File: src/rtl/pong_renderer_gen2.sv
// rtl/pong_renderer_gen2.sv - Pong video timing, frame snapshot and 2-stage pixel pipeline
// Optional dashed centre net: define CENTER_NET_EN.
module pong_renderer_gen2 #(
  parameter int         H_ACTIVE  = 640,
  parameter int         H_FP      = 16,
  parameter int         H_SYNC    = 96,
  parameter int         H_BP      = 48,
  parameter int         V_ACTIVE  = 480,
  parameter int         V_FP      = 10,
  parameter int         V_SYNC    = 2,
  parameter int         V_BP      = 33,
  parameter bit         SYNC_POL  = 1'b0,
  parameter int         XW        = 10,
  parameter int         YW        = 9,
  parameter int         CW        = 8,
  parameter int         PAD_DIST  = 16,
  parameter int         PAD_W     = 8,
  parameter int         PAD_H     = 64,
  parameter int         BALL_SIZE = 8,
  parameter logic [7:0] BG_LUM    = 8'h60
) (
  input  logic          clk_vga,
  input  logic          rst,
  input  logic [5:0]    switch,
  input  logic [YW-1:0] pad_left,
  input  logic [YW-1:0] pad_right,
  input  logic [XW-1:0] ball_x,
  input  logic [YW-1:0] ball_y,
  output logic          frame_start,
  output logic          VGA_BLANK_N,
  output logic          VGA_HS,
  output logic          VGA_VS,
  output logic [CW-1:0] VGA_R,
  output logic [CW-1:0] VGA_G,
  output logic [CW-1:0] VGA_B
);

  localparam int H_TOTAL = H_ACTIVE + H_FP + H_SYNC + H_BP;
  localparam int V_TOTAL = V_ACTIVE + V_FP + V_SYNC + V_BP;
  localparam int HCW     = $clog2(H_TOTAL);
  localparam int VCW     = $clog2(V_TOTAL);
  localparam int XE      = XW + 1;
  localparam int YE      = YW + 1;

  localparam logic [HCW-1:0] H_LAST  = HCW'(H_TOTAL - 1);
  localparam logic [HCW-1:0] H_ACT   = HCW'(H_ACTIVE);
  localparam logic [HCW-1:0] HS_BEG  = HCW'(H_ACTIVE + H_FP);
  localparam logic [HCW-1:0] HS_END  = HCW'(H_ACTIVE + H_FP + H_SYNC);
  localparam logic [VCW-1:0] V_LAST  = VCW'(V_TOTAL - 1);
  localparam logic [VCW-1:0] V_ACT   = VCW'(V_ACTIVE);
  localparam logic [VCW-1:0] V_SNAP  = VCW'(V_ACTIVE - 1);
  localparam logic [VCW-1:0] VS_BEG  = VCW'(V_ACTIVE + V_FP);
  localparam logic [VCW-1:0] VS_END  = VCW'(V_ACTIVE + V_FP + V_SYNC);

  localparam logic [XE-1:0] X_LAST = XE'(H_ACTIVE - 1);
  localparam logic [XE-1:0] P1_LO  = XE'(PAD_DIST);
  localparam logic [XE-1:0] P1_HI  = XE'(PAD_DIST + PAD_W);
  localparam logic [XE-1:0] P2_LO  = XE'(H_ACTIVE - PAD_DIST - PAD_W);
  localparam logic [XE-1:0] P2_HI  = XE'(H_ACTIVE - PAD_DIST);
  localparam logic [XE-1:0] BH_X   = XE'(BALL_SIZE / 2);
  localparam logic [YE-1:0] Y_LAST = YE'(V_ACTIVE - 1);
  localparam logic [YE-1:0] PH     = YE'(PAD_H / 2);
  localparam logic [YE-1:0] BH_Y   = YE'(BALL_SIZE / 2);
`ifdef CENTER_NET_EN
  localparam logic [XE-1:0] NET_L  = XE'(H_ACTIVE / 2 - 1);
  localparam logic [XE-1:0] NET_R  = XE'(H_ACTIVE / 2);
`endif

  localparam logic [CW+7:0] BG_EXT = {BG_LUM, {CW{1'b0}}};
  localparam logic [CW-1:0] BG     = BG_EXT[CW+7 -: CW];

  logic [HCW-1:0] hc;
  logic [VCW-1:0] vc;
  logic [YW-1:0]  pl_s, pr_s, by_s;
  logic [XW-1:0]  bx_s;
  logic [5:0]     sw_s;
  logic           snap;

  assign snap = (hc == H_LAST) && (vc == V_SNAP);

  // Shadows only move at the end of the last visible line, so a frame never tears.
  always_ff @(posedge clk_vga or negedge rst) begin
    if (!rst) begin
      hc          <= '0;
      vc          <= '0;
      frame_start <= 1'b0;
      pl_s        <= YW'(V_ACTIVE / 2);
      pr_s        <= YW'(V_ACTIVE / 2);
      bx_s        <= XW'(H_ACTIVE / 2);
      by_s        <= YW'(V_ACTIVE / 2);
      sw_s        <= '0;
    end else begin
      if (hc == H_LAST) begin
        hc <= '0;
        vc <= (vc == V_LAST) ? '0 : vc + VCW'(1);
      end else begin
        hc <= hc + HCW'(1);
      end
      frame_start <= snap;
      if (snap) begin
        pl_s <= pad_left;
        pr_s <= pad_right;
        bx_s <= ball_x;
        by_s <= ball_y;
        sw_s <= switch;
      end
    end
  end

  logic [XE-1:0] x;
  logic [YE-1:0] y;
  logic          on_frame, on_pad1, on_pad2, on_ball, img, bg;

  assign x = XE'(hc);
  assign y = YE'(vc);

  assign on_frame = (x == '0) || (x == X_LAST) || (y == '0) || (y == Y_LAST);
  assign on_pad1  = (x > P1_LO) && (x < P1_HI) &&
                    (y + PH > YE'(pl_s)) && (y < YE'(pl_s) + PH);
  assign on_pad2  = (x > P2_LO) && (x < P2_HI) &&
                    (y + PH > YE'(pr_s)) && (y < YE'(pr_s) + PH);
  // Lower edge inclusive so the ball covers exactly BALL_SIZE pixels per axis.
  assign on_ball  = (x + BH_X >= XE'(bx_s)) && (x < XE'(bx_s) + BH_X) &&
                    (y + BH_Y >= YE'(by_s)) && (y < YE'(by_s) + BH_Y);
`ifdef CENTER_NET_EN
  assign img = on_frame | on_pad1 | on_pad2 | on_ball |
               (((x == NET_L) || (x == NET_R)) && !y[4]);
`else
  assign img = on_frame | on_pad1 | on_pad2 | on_ball;
`endif
  assign bg  = (sw_s[0] & (x[1] ^ y[1])) | (sw_s[1] & (x[4] ^ y[4]));

  logic act1, hs1, vs1, img1, bg1;

  always_ff @(posedge clk_vga or negedge rst) begin
    if (!rst) begin
      act1 <= 1'b0;
      hs1  <= 1'b0;
      vs1  <= 1'b0;
      img1 <= 1'b0;
      bg1  <= 1'b0;
    end else begin
      act1 <= (hc < H_ACT) && (vc < V_ACT);
      hs1  <= (hc >= HS_BEG) && (hc < HS_END);
      vs1  <= (vc >= VS_BEG) && (vc < VS_END);
      img1 <= img;
      bg1  <= bg;
    end
  end

  logic [CW-1:0] lum, fgp, bp, r_mix, g_mix, b_mix;

  always_comb begin
    lum = bg1 ? BG : '0;
    if (sw_s[5]) begin
      fgp = img1 ? '0 : '1;
      bp  = img1 ? lum : '0;
    end else begin
      fgp = img1 ? '1 : '0;
      bp  = lum;
    end
  end

  assign r_mix = sw_s[2] ? (bp | fgp) : fgp;
  assign g_mix = sw_s[3] ? (bp | fgp) : fgp;
  assign b_mix = sw_s[4] ? (bp | fgp) : fgp;

  always_ff @(posedge clk_vga or negedge rst) begin
    if (!rst) begin
      VGA_BLANK_N <= 1'b0;
      VGA_HS      <= !SYNC_POL;
      VGA_VS      <= !SYNC_POL;
      VGA_R       <= '0;
      VGA_G       <= '0;
      VGA_B       <= '0;
    end else begin
      VGA_BLANK_N <= act1;
      VGA_HS      <= hs1 ? SYNC_POL : !SYNC_POL;
      VGA_VS      <= vs1 ? SYNC_POL : !SYNC_POL;
      VGA_R       <= act1 ? r_mix : '0;
      VGA_G       <= act1 ? g_mix : '0;
      VGA_B       <= act1 ? b_mix : '0;
    end
  end

endmodule

File: config.mk
export PLATFORM = sky130hd
export DESIGN_NAME = pong_renderer_gen2
export DESIGN_NICKNAME = d
export VERILOG_FILES = /design/src/rtl/pong_renderer_gen2.sv
export SDC_FILE = /design/constraint.sdc
export NUM_CORES = 1
export LEC_CHECK = 0
export BUFFER_PORTS_ARGS = -buffer_cell sky130_fd_sc_hd__buf_2
export CORE_MARGIN = 3
export CORE_UTILIZATION = 40
export CTS_CLUSTER_SIZE = 14
export DETAILED_ROUTE_END_ITERATION = 6
export PLACE_DENSITY = 0.65
export SETUP_SLACK_MARGIN = 0.02
export SYNTH_ARGS = -nofsm -noshare
export SYNTH_HDL_FRONTEND = slang
export SYNTH_SLANG_ARGS = --single-unit
File: constraint.sdc
create_clock -name clk_vga -period 5.55 [get_ports clk_vga]
set_input_delay 0 -clock clk_vga [delete_from_list [all_inputs] [get_ports clk_vga]]
set_output_delay 0 -clock clk_vga [all_outputs]
set_load 0.02 [all_outputs]
==> results of run 1 <==
what timing repair did:
item / CTS / global route
setup buffers: 0 / 0
hold buffers: 44 / 0
gates resized for setup: 0 / 0
hold endpoints to repair: 103 / 0
sequential cells by signal, indices dropped and copies added (netlist names):
register     flops
by_s             9
hs1              1
VGA_R            1
VGA_G            1
sw_s             6
act1             1
hc              10
vc              10
pl_s             9
vs1              1
VGA_BLANK_N      1
bg1              1
frame_start      1
VGA_B            2
pr_s             9
VGA_HS           1
bx_s            10
VGA_VS           1
img1             1
final cells by class:
class                   instances  share of cell area (%)
inverters                      55                    3.13
flip-flops and latches         76                    29.2
multi-input cells             361                    47.6
clock buffers                   9                    3.42
repair buffers                116                    12.2
well taps                     176                    3.34
clock inverters                 7                    1.18
layer usage:
layer / GRT usage (%) / vias to the layer above / share of wire [%]
li1: - / 2011 / -
met1: 20.5 / 1978 / 44
met2: 29.2 / 94 / 50
met3: 4.53 / 12 / 4.9
met4: 4.29 / 0 / 1.1
met5: 0 / - / 0
cells by family after synthesis:
kind of cell / after synthesis / share of synthesized area (%)
and+or+nand+nor: 129 / 12.4
muxes: 43 / 11.5
adders and majority gates: 77 / 17.4
DFF: 76 / 34.8
xor gates and xnor gates: 48 / 7.61
buffers and inverters: 91 / 8.36
AOI/OAI and AO/OA: 64 / 7.93
worst min path at each step:
stage                        startpoint                     to  slack [ps]  cells past startpoint
final                               rst    pl_s[1]$_DFFE_PN0P_         370                      2
after global routing      hs1$_DFF_PN0_       VGA_HS$_DFF_PN1_         380                      1
after CTS                 hs1$_DFF_PN0_       VGA_HS$_DFF_PN1_         370                      1
after detailed placement            rst    pl_s[3]$_DFFE_PN0P_         230                      1
after global placement              rst    pl_s[3]$_DFFE_PN0P_         200                      1
after floorplan                     rst  VGA_BLANK_N$_DFF_PN0_        -300                      0
where the power goes:
group          switching (W)  total, W  internal, W  leakage, nW
Clock               0.000241  0.000590     0.000349        0.134
Sequential         0.0000182  0.000595     0.000577        0.896
Combinational      0.0000720  0.000159    0.0000867         2.22
synth_stat cells (12+ instances only):
master	number
inv_1	55
dfstp_2	16
dfrtp_1	60
ha_1	77
nor2_1	21
nand3_1	36
buf_4	21
xnor2_1	36
xor2_1	12
nand2_1	22
a21oi_1	15
mux2_4	40
per-stage QoR:
stage	setup slack, ps	hold WS, ps	std cells	util (%)
after floorplan	3400	-296	528	-
after global placement	2470	203	740	43.8
after detailed placement	2400	227	740	43.8
after CTS	2400	373	800	49.4
after global routing	2170	379	800	49.4
final	2400	368	800	49.4
==> reports/summary.txt, run 1 <==
status -> complete, no violations
Hold Vio Cnt, Final -> 0
HPWL Detailed -> 8960 um
R2R cell count -> 5
die area -> 15,200 um^2
Slew Viols, Final -> 0
critical path data required time -> 5770 ps
setup tns final -> 0 ps
Largest stage delay, worst path -> 790 ps
Worst Setup EP -> pr_s[0]$_DFFE_PN0P_
Die Wd -> 123 um
Pleak -> 3.25 nW
Vias/cell -> 5.12
DRC -> 0
gpl congestion -> 0.877
crit path kind -> flip-flop to flip-flop
number of top-level pins -> 73
area occupied by multi-input gates -> 3140 um^2
RSZ-0062 raised after global routing -> false
CTS tree -> built
Synth Warn # -> 0
maximum clock path buffer count -> 2
first-pass GRT wire length -> 20,000 um
share of synthesized registers carrying an async set or reset -> 100%
CTS buffer count -> 9
slew margin rel. -> 35.2%
WP depth -> 5
Worst EP arrival -> 3370 ps
largest net degree at the start of global routing -> 77
Synth area leader -> dfrtp_1
max cap viols -> 0
worst reg2reg path endpoint -> pr_s[0]$_DFFE_PN0P_
startpoint types -> flip-flop
placed inst area -> 5850 um^2
Die Y -> 123 um
number of global-route vias before repair -> 4,174
Design Power -> 0.00134 W
dominant synthesized flop cell -> dfrtp_1
FF+latch area -> 1920 um^2
Routed Antenna Nets -> 0
Setup violations, final -> 0
Detailed Routing Iterations Pass 1 -> 5
worst setup skew after layout -> 7.10 ps
post-synthesis sequential area ratio -> 34.8%
Cell variety after synth -> 50
Cell Chain, Critical Path -> ha_1 > and2_1 > and4_1 > nand3_4 > mux2_4
commonest cells after routing, fill and taps aside -> ha_1, buf_2, dfrtp_1
initial antenna violation count -> 0
Syn Inst Count -> 528
P&R area growth vs syn -> 19.4%
commonest non-fill, non-tap cell in the layout -> ha_1
DR iter-0 viols -> 175
Crit-path slowest cell -> nand3_4
gr ovfl total -> 0
Power Density -> 204 nW/um^2
design area -> 6590 um^2
Post-synth EDFFs -> 0
Post-Syn Area -> 5520 um^2
CTS sink count -> 76
FF-to-FF Start -> hc[1]$_DFF_PN0_
Avg Synthesized Cell Area -> 10.5 um^2
# fillers -> 1,276
Core ar. -> 13,300 um^2
Site Rows -> 42
Worst-path clk slew -> 60 ps
critical path buffer and inverter count -> 0
Diodes inserted -> 0
period utilisation layout -> 56.8%
initial core utilization -> 41.4%
Worst VDD drop -> 0.224 mV
r2r setup slk -> 2400 ps
Max Clk Rate -> 317 MHz
# H-tree levels -> 3
Slew @ Worst Pin -> 972 ps
final WL -> 12,100 um
top-area cell type share of the netlist area -> 27.2%
Via Count -> 4,095
Period minus WS final -> 3150 ps
CP startpoint -> hc[1]$_DFF_PN0_
share of layout cells above drive strength 1 -> 24.0%
Avg WL per Cell -> 15.2 um
CTS root buffer -> clkbuf_16
Buffers on Ports -> 72
Clk Latency, worst-skew pair -> 340 ps
worst hold path class -> primary input to async pin
Worst setup EP type -> flip-flop
syn_nets -> 650
Worst Path Max Fanout -> 43
CP top delay family -> simple AND/OR/NAND/NOR gates
Layout Nets -> 741
flops & latches, synth -> 76
top post-synthesis cells by area -> dfrtp_1, ha_1, mux2_4
Total Routing Usage GR -> 16.7%
Note: power is estimated with default switching activity, not from simulation.
==> run 2, diff against run 1 <==
--- a/config.mk
+++ b/config.mk
@@ -10,7 +10,7 @@
 export CORE_UTILIZATION = 40
 export CTS_CLUSTER_SIZE = 14
 export DETAILED_ROUTE_END_ITERATION = 6
-export PLACE_DENSITY = 0.65
+export PLACE_DENSITY = 0.67
 export SETUP_SLACK_MARGIN = 0.02
 export SYNTH_ARGS = -nofsm -noshare
 export SYNTH_HDL_FRONTEND = slang
==> constraint.sdc (replaced) <==
create_clock -name clk_vga -period 2.6 [get_ports clk_vga]
set_input_delay 0 -clock clk_vga [delete_from_list [all_inputs] [get_ports clk_vga]]
set_output_delay 0 -clock clk_vga [all_outputs]
set_load 0.02 [all_outputs]
==> run 2 against run 1 <==
Compared with the run above: total power grew 110%; register-to-register slack lost 2200 ps; combinational power grew 110%; routed wire length grew 0.54%; design area grew 1.3%; largest cell class unchanged.
==> reports/summary.txt, run 2 (synthesis results as in run 1) <==
status -> complete, no violations (unchanged)
largest net degree at the start of global routing -> 77 (unchanged)
Worst Path Max Fanout -> 14 (was 43)
critical path data required time -> 2820 ps (was 5770 ps)
worst slack, placed -> 204 ps (was 2400 ps)
Setup violations, final -> 0 (unchanged)
Vias/cell -> 5.11 (was 5.12)
Slew @ Worst Pin -> 988 ps (was 972 ps)
Detailed Routing Iterations Pass 1 -> 5 (unchanged)
initial antenna violation count -> 0 (unchanged)
Site Rows -> 42 (unchanged)
Avg WL per Cell -> 15.0 um (was 15.2 um)
Worst VDD drop -> 0.307 mV (was 0.224 mV)
crit path kind -> flip-flop to flip-flop (unchanged)
Worst setup EP type -> flip-flop (unchanged)
startpoint types -> flip-flop (unchanged)
Worst EP arrival -> 2650 ps (was 3370 ps)
HPWL Detailed -> 9130 um (was 8960 um)
P&R area growth vs syn -> 21.0% (was 19.4%)
slew margin rel. -> 34.1% (was 35.2%)
Hold Vio Cnt, Final -> 0 (unchanged)
Via Count -> 4,151 (was 4,095)
worst setup skew after layout -> 10.9 ps (was 7.10 ps)
Clk Latency, worst-skew pair -> 340 ps (about the same)
# H-tree levels -> 3 (unchanged)
Final WS setup -> 175 ps (was 2400 ps)
biggest regs -> bx_s (10), hc (10), vc (10) (unchanged)
Period minus WS final -> 2420 ps (was 3150 ps)
Power Density -> 424 nW/um^2 (was 204 nW/um^2)
area occupied by multi-input gates -> 3140 um^2 (unchanged)
die area -> 15,200 um^2 (unchanged)
Buffers on Ports -> 72 (unchanged)
Diodes inserted -> 0 (unchanged)
Worst-path clk slew -> 60 ps (about the same)
share of layout cells above drive strength 1 -> 25.3% (was 24.0%)
commonest cells after routing, fill and taps aside -> ha_1, buf_2, dfrtp_1 (unchanged)
gpl congestion -> 0.896 (was 0.877)
FF+latch area -> 1920 um^2 (about the same)
Total Routing Usage GR -> 17.0% (was 16.7%)
# fillers -> 1,211 (was 1,276)
Util after Layout -> 50.0% (was 49.4%)
CTS sink count -> 76 (unchanged)
Routed Antenna Nets -> 0 (unchanged)
post-CTS setup buffers -> 0 (unchanged)
commonest non-fill, non-tap cell in the layout -> ha_1 (unchanged)
DR iter-0 viols -> 218 (was 175)
Die Y -> 123 um (unchanged)
maximum clock path buffer count -> 2 (unchanged)
Pleak -> 3.32 nW (was 3.25 nW)
gr ovfl total -> 0 (unchanged)
Slew Viols, Final -> 0 (unchanged)
initial core utilization -> 41.4% (unchanged)
CTS root buffer -> clkbuf_16 (unchanged)
Core ar. -> 13,300 um^2 (unchanged)
number of global-route vias before repair -> 4,265 (was 4,174)
final WL -> 12,200 um (was 12,100 um)
max cap viols -> 0 (unchanged)
worst hold path class -> flip-flop to flip-flop (was primary input to async pin)
number of top-level pins -> 73 (unchanged)
period utilisation layout -> 93.3% (was 56.8%)
Max Clk Rate -> 412 MHz (was 317 MHz)
DRC -> 0 (unchanged)
setup tns final -> 0 ps (unchanged)
first-pass GRT wire length -> 20,400 um (was 20,000 um)
RSZ-0062 raised after global routing -> false (unchanged)
CTS tree -> built (unchanged)
Layout Nets -> 753 (was 741)
CTS buffer count -> 9 (unchanged)
Die Wd -> 123 um (unchanged)
[run 2: routing by layer]
metal	part of all wire, %	vias to the layer above	GRT usage (%)
met3	5.5	15	5.17
met4	1.1	0	4.57
met1	44	1986	21.1
met5	0	-	0
met2	50	112	28.8
li1	-	2038	-
[run 2: metrics by stage]
stage	area, um^2	power (W)	cells	hold slack [ps]
floorplan	5520	0.00148	528	-296
global placement	5950	0.00157	752	205
detailed placement	5950	0.00158	752	223
CTS	6680	0.00288	812	349
global route	6680	0.00298	812	358
finish	6680	0.00283	812	348
[run 2: power breakdown]
group          internal, W  switching [W]
Clock             0.000739       0.000485
Combinational     0.000186       0.000154
Sequential         0.00123      0.0000382
Total              0.00216       0.000677
[run 2: final timing paths]
kind                                      start                   to  slack, ps  cells past startpoint
worst max-delay path            hc[4]$_DFF_PN0_       img1$_DFF_PN0_        180                      9
max in group asynchronous                   rst      hc[5]$_DFF_PN0_       1550                      2
worst min-delay path              hs1$_DFF_PN0_     VGA_HS$_DFF_PN1_        350                      1
worst max register to register  hc[4]$_DFF_PN0_       img1$_DFF_PN0_        180                      9
min in group asynchronous                   rst  pl_s[0]$_DFFE_PN0P_        380                      2
worst min register to register    hs1$_DFF_PN0_     VGA_HS$_DFF_PN1_        350                      1
[run 2: layout make-up]
type / instances / share of cell area [%]
clock buffers: 11 / 3.48
clock inverters: 5 / 0.787
inverters: 55 / 3.09
multi-input cells: 361 / 47.0
flip-flops and latches: 76 / 28.8
well taps: 176 / 3.30
repair buffers: 128 / 13.6
[run 2: worst max-delay path: stages, from the launching register on]
cell and delay [ps]:
dfrtp_1 630, and3_1 280, and3_1 250, nand3_1 150, xnor2_1 180, ha_1 320, a21oi_1 180, o221ai_1 150
nand4_1 100, nand3_1 70
[run 2: timing repair]
action | 4_1_cts | 5_1_grt
endpoints found under the setup margin | 0 | 1
gates resized for setup | 0 | 1
hold buffers | 44 | 0
hold endpoints to repair | 103 | 0
==> run 3, diff against run 2 <==
--- a/config.mk
+++ b/config.mk
@@ -10,7 +10,9 @@
 export CORE_UTILIZATION = 40
 export CTS_CLUSTER_SIZE = 14
 export DETAILED_ROUTE_END_ITERATION = 6
-export PLACE_DENSITY = 0.67
+export MAX_ROUTING_LAYER = met4
+export PLACE_DENSITY = 0.65
+export REMOVE_ABC_BUFFERS = 1
 export SETUP_SLACK_MARGIN = 0.02
 export SYNTH_ARGS = -nofsm -noshare
 export SYNTH_HDL_FRONTEND = slang
==> constraint.sdc (replaced) <==
create_clock -name clk_vga -period 2.9 [get_ports clk_vga]
set_input_delay 0 -clock clk_vga [delete_from_list [all_inputs] [get_ports clk_vga]]
set_output_delay 0 -clock clk_vga [all_outputs]
set_load 0.02 [all_outputs]
==> run 3 against run 2 <==
Compared with the run above: final cell count is 0.62% lower; global-route usage shrank 0.60 points; clock power down 11%; critical path type unchanged.
==> reports/summary.txt, run 3 (synthesis results as in run 1) <==
status -> complete, no violations (unchanged)
final std cells w/o fill -> 807 (was 812)
worst reg2reg path endpoint -> img1$_DFF_PN0_ (unchanged)
gr ovfl total -> 0 (unchanged)
Power Density -> 380 nW/um^2 (was 424 nW/um^2)
startpoint types -> flip-flop (unchanged)
RSZ-0062 raised after global routing -> false (unchanged)
Buffers on Ports -> 72 (unchanged)
Avg WL per Cell -> 14.4 um (was 15.0 um)
Site Rows -> 42 (unchanged)
worst hold margin -> 350 ps (was 348 ps)
Worst-path clk slew -> 60 ps (about the same)
WP depth -> 10 (was 9)
first-pass GRT wire length -> 19,000 um (was 20,400 um)
P_sw -> 0.000595 W (was 0.000677 W)
internal power -> 0.00193 W (was 0.00216 W)
CP startpoint -> vc[2]$_DFFE_PN0P_ (was hc[4]$_DFF_PN0_)
Detailed Routing Iterations Pass 1 -> 4 (was 5)
part of the power in registers -> 45.1% (was 44.8%)
commonest cells after routing, fill and taps aside -> ha_1, buf_2, dfrtp_1 (unchanged)
share of layout cells above drive strength 1 -> 24.7% (was 25.3%)
critical path data required time -> 3180 ps (was 2820 ps)
Total Routing Usage GR -> 16.4% (was 17.0%)
max cap viols -> 0 (unchanged)
maximum clock path buffer count -> 2 (unchanged)
Worst Setup EP -> img1$_DFF_PN0_ (unchanged)
Slew @ Worst Pin -> 949 ps (was 988 ps)
Routed Antenna Nets -> 0 (unchanged)
R2R cell count -> 10 (was 9)
post-cts resize count -> 0 (unchanged)
CTS sink count -> 76 (unchanged)
Placed Instances -> 747 (was 752)
largest net degree at the start of global routing -> 77 (unchanged)
worst setup skew after layout -> 7.63 ps (was 10.9 ps)
Worst EP arrival -> 2790 ps (was 2650 ps)
Diodes inserted -> 0 (unchanged)
CTS tree -> built (unchanged)
# fillers -> 1,235 (was 1,211)
Pleak -> 3.30 nW (was 3.32 nW)
Worst Path Max Fanout -> 9 (was 14)
Slew Viols, Final -> 0 (unchanged)
Max Clk Rate -> 399 MHz (was 412 MHz)
Crit-path slowest cell -> dfrtp_1 (unchanged)
Die Wd -> 123 um (unchanged)
commonest non-fill, non-tap cell in the layout -> ha_1 (unchanged)
CTS buffer count -> 9 (unchanged)
HPWL Detailed -> 8880 um (was 9130 um)
DR iter-0 viols -> 202 (was 218)
Setup violations, final -> 0 (unchanged)
Vias/cell -> 5.06 (was 5.11)
die area -> 15,200 um^2 (unchanged)
Comb pwr share -> 11.9% (was 12.0%)
Cell Chain, Critical Path -> ha_1 > nand3_1 > xnor2_1 > ha_1 > o21ai_0 > a21oi_1 > o221ai_1 > a311oi_1 > nand4_1 > nand3_1 (was and3_1 > and3_1 > nand3_1 > xnor2_1 > ha_1 > a21oi_1 > o221ai_1 > nand4_1 > nand3_1)
Worst VDD drop -> 0.286 mV (was 0.307 mV)
CP top delay family -> compound AO/OA/AOI/OAI gates (was simple AND/OR/NAND/NOR gates)
worst hold path class -> primary input to async pin (was flip-flop to flip-flop)
number of global-route vias before repair -> 3,972 (was 4,265)
slew margin rel. -> 36.8% (was 34.1%)
Design Power -> 0.00252 W (was 0.00283 W)
initial antenna violation count -> 0 (unchanged)
CTS root buffer -> clkbuf_16 (unchanged)
critical path buffer and inverter count -> 0 (unchanged)
initial core utilization -> 41.4% (unchanged)
Via Count -> 4,081 (was 4,151)
# H-tree levels -> 3 (unchanged)
Die Y -> 123 um (unchanged)
DRC -> 0 (unchanged)
Largest stage delay, worst path -> 540 ps (was 630 ps)
Clk Latency, worst-skew pair -> 340 ps (about the same)
Core ar. -> 13,300 um^2 (unchanged)
Hold Vio Cnt, Final -> 0 (unchanged)
number of top-level pins -> 73 (unchanged)
r2r setup slk -> 390 ps (was 180 ps)
FF-to-FF Start -> vc[2]$_DFFE_PN0P_ (was hc[4]$_DFF_PN0_)
biggest regs -> bx_s (10), hc (10), vc (10) (unchanged)
final WL -> 11,600 um (was 12,200 um)
P&R area growth vs syn -> 20.2% (was 21.0%)
clock share of power -> 42.9% (was 43.2%)
Period minus WS final -> 2510 ps (was 2420 ps)
crit path kind -> flip-flop to flip-flop (unchanged)
Worst setup EP type -> flip-flop (unchanged)
Layout Nets -> 748 (was 753)
gpl congestion -> 0.893 (was 0.896)
switching part of the total -> 23.6% (was 23.9%)
setup tns final -> 0 ps (unchanged)
period utilisation layout -> 86.4% (was 93.3%)
run 3: timing repair:
item | CTS | global route
hold endpoints to repair | 103 | 0
setup buffers | 0 | 0
hold buffers | 44 | 0
run 3: worst min-delay path by stage:
stage / from / endpoint / slack (ps) / depth (start not counted)
global placement: rst / bx_s[1]$_DFFE_PN0P_ / 190 / 1
finish: rst / bx_s[2]$_DFFE_PN0P_ / 350 / 2
CTS: hs1$_DFF_PN0_ / VGA_HS$_DFF_PN1_ / 350 / 1
floorplan: rst / VGA_BLANK_N$_DFF_PN0_ / -300 / 0
detailed placement: rst / bx_s[2]$_DFFE_PN0P_ / 220 / 1
global route: vs1$_DFF_PN0_ / VGA_VS$_DFF_PN1_ / 360 / 1
run 3: area by class of cell:
class                   count  area (um^2)  area share, %
multi-input cells         361         3140           47.3
flip-flops and latches     76         1920           28.9
repair buffers            123          868           13.1
clock buffers              10          229           3.45
well taps                 176          220           3.32
inverters                  55          206           3.11
clock inverters             6         55.1          0.829
run 3: power groups by stage:
stage	combinational [W]	sequential (W)	clock, W
2_1_floorplan	0.000138	0.00117	0
3_3_place_gp	0.000252	0.00116	0
3_5_place_dp	0.000258	0.00116	0
4_1_cts	0.000306	0.00114	0.00112
5_1_grt	0.000340	0.00114	0.00116
6_report	0.000301	0.00114	0.00108
run 3: metrics by stage:
step | cell area [um^2] | utilization (%) | setup WS, ps
finish | 6640 | 49.7 | 394
floorplan | 5270 | - | 334
global placement | 5910 | 44.3 | 477
CTS | 6640 | 49.7 | 419
detailed placement | 5910 | 44.3 | 420
global route | 6640 | 49.7 | 199
run 3: per-layer routing:
metal  global-route usage, %  vias up  routed length, um
met5                       -        -                  0
met4                    6.30        0                262
met3                    3.43       19                576
met2                    24.9      101               5250
met1                    21.7     1930               5540
li1                        -     2031                  -
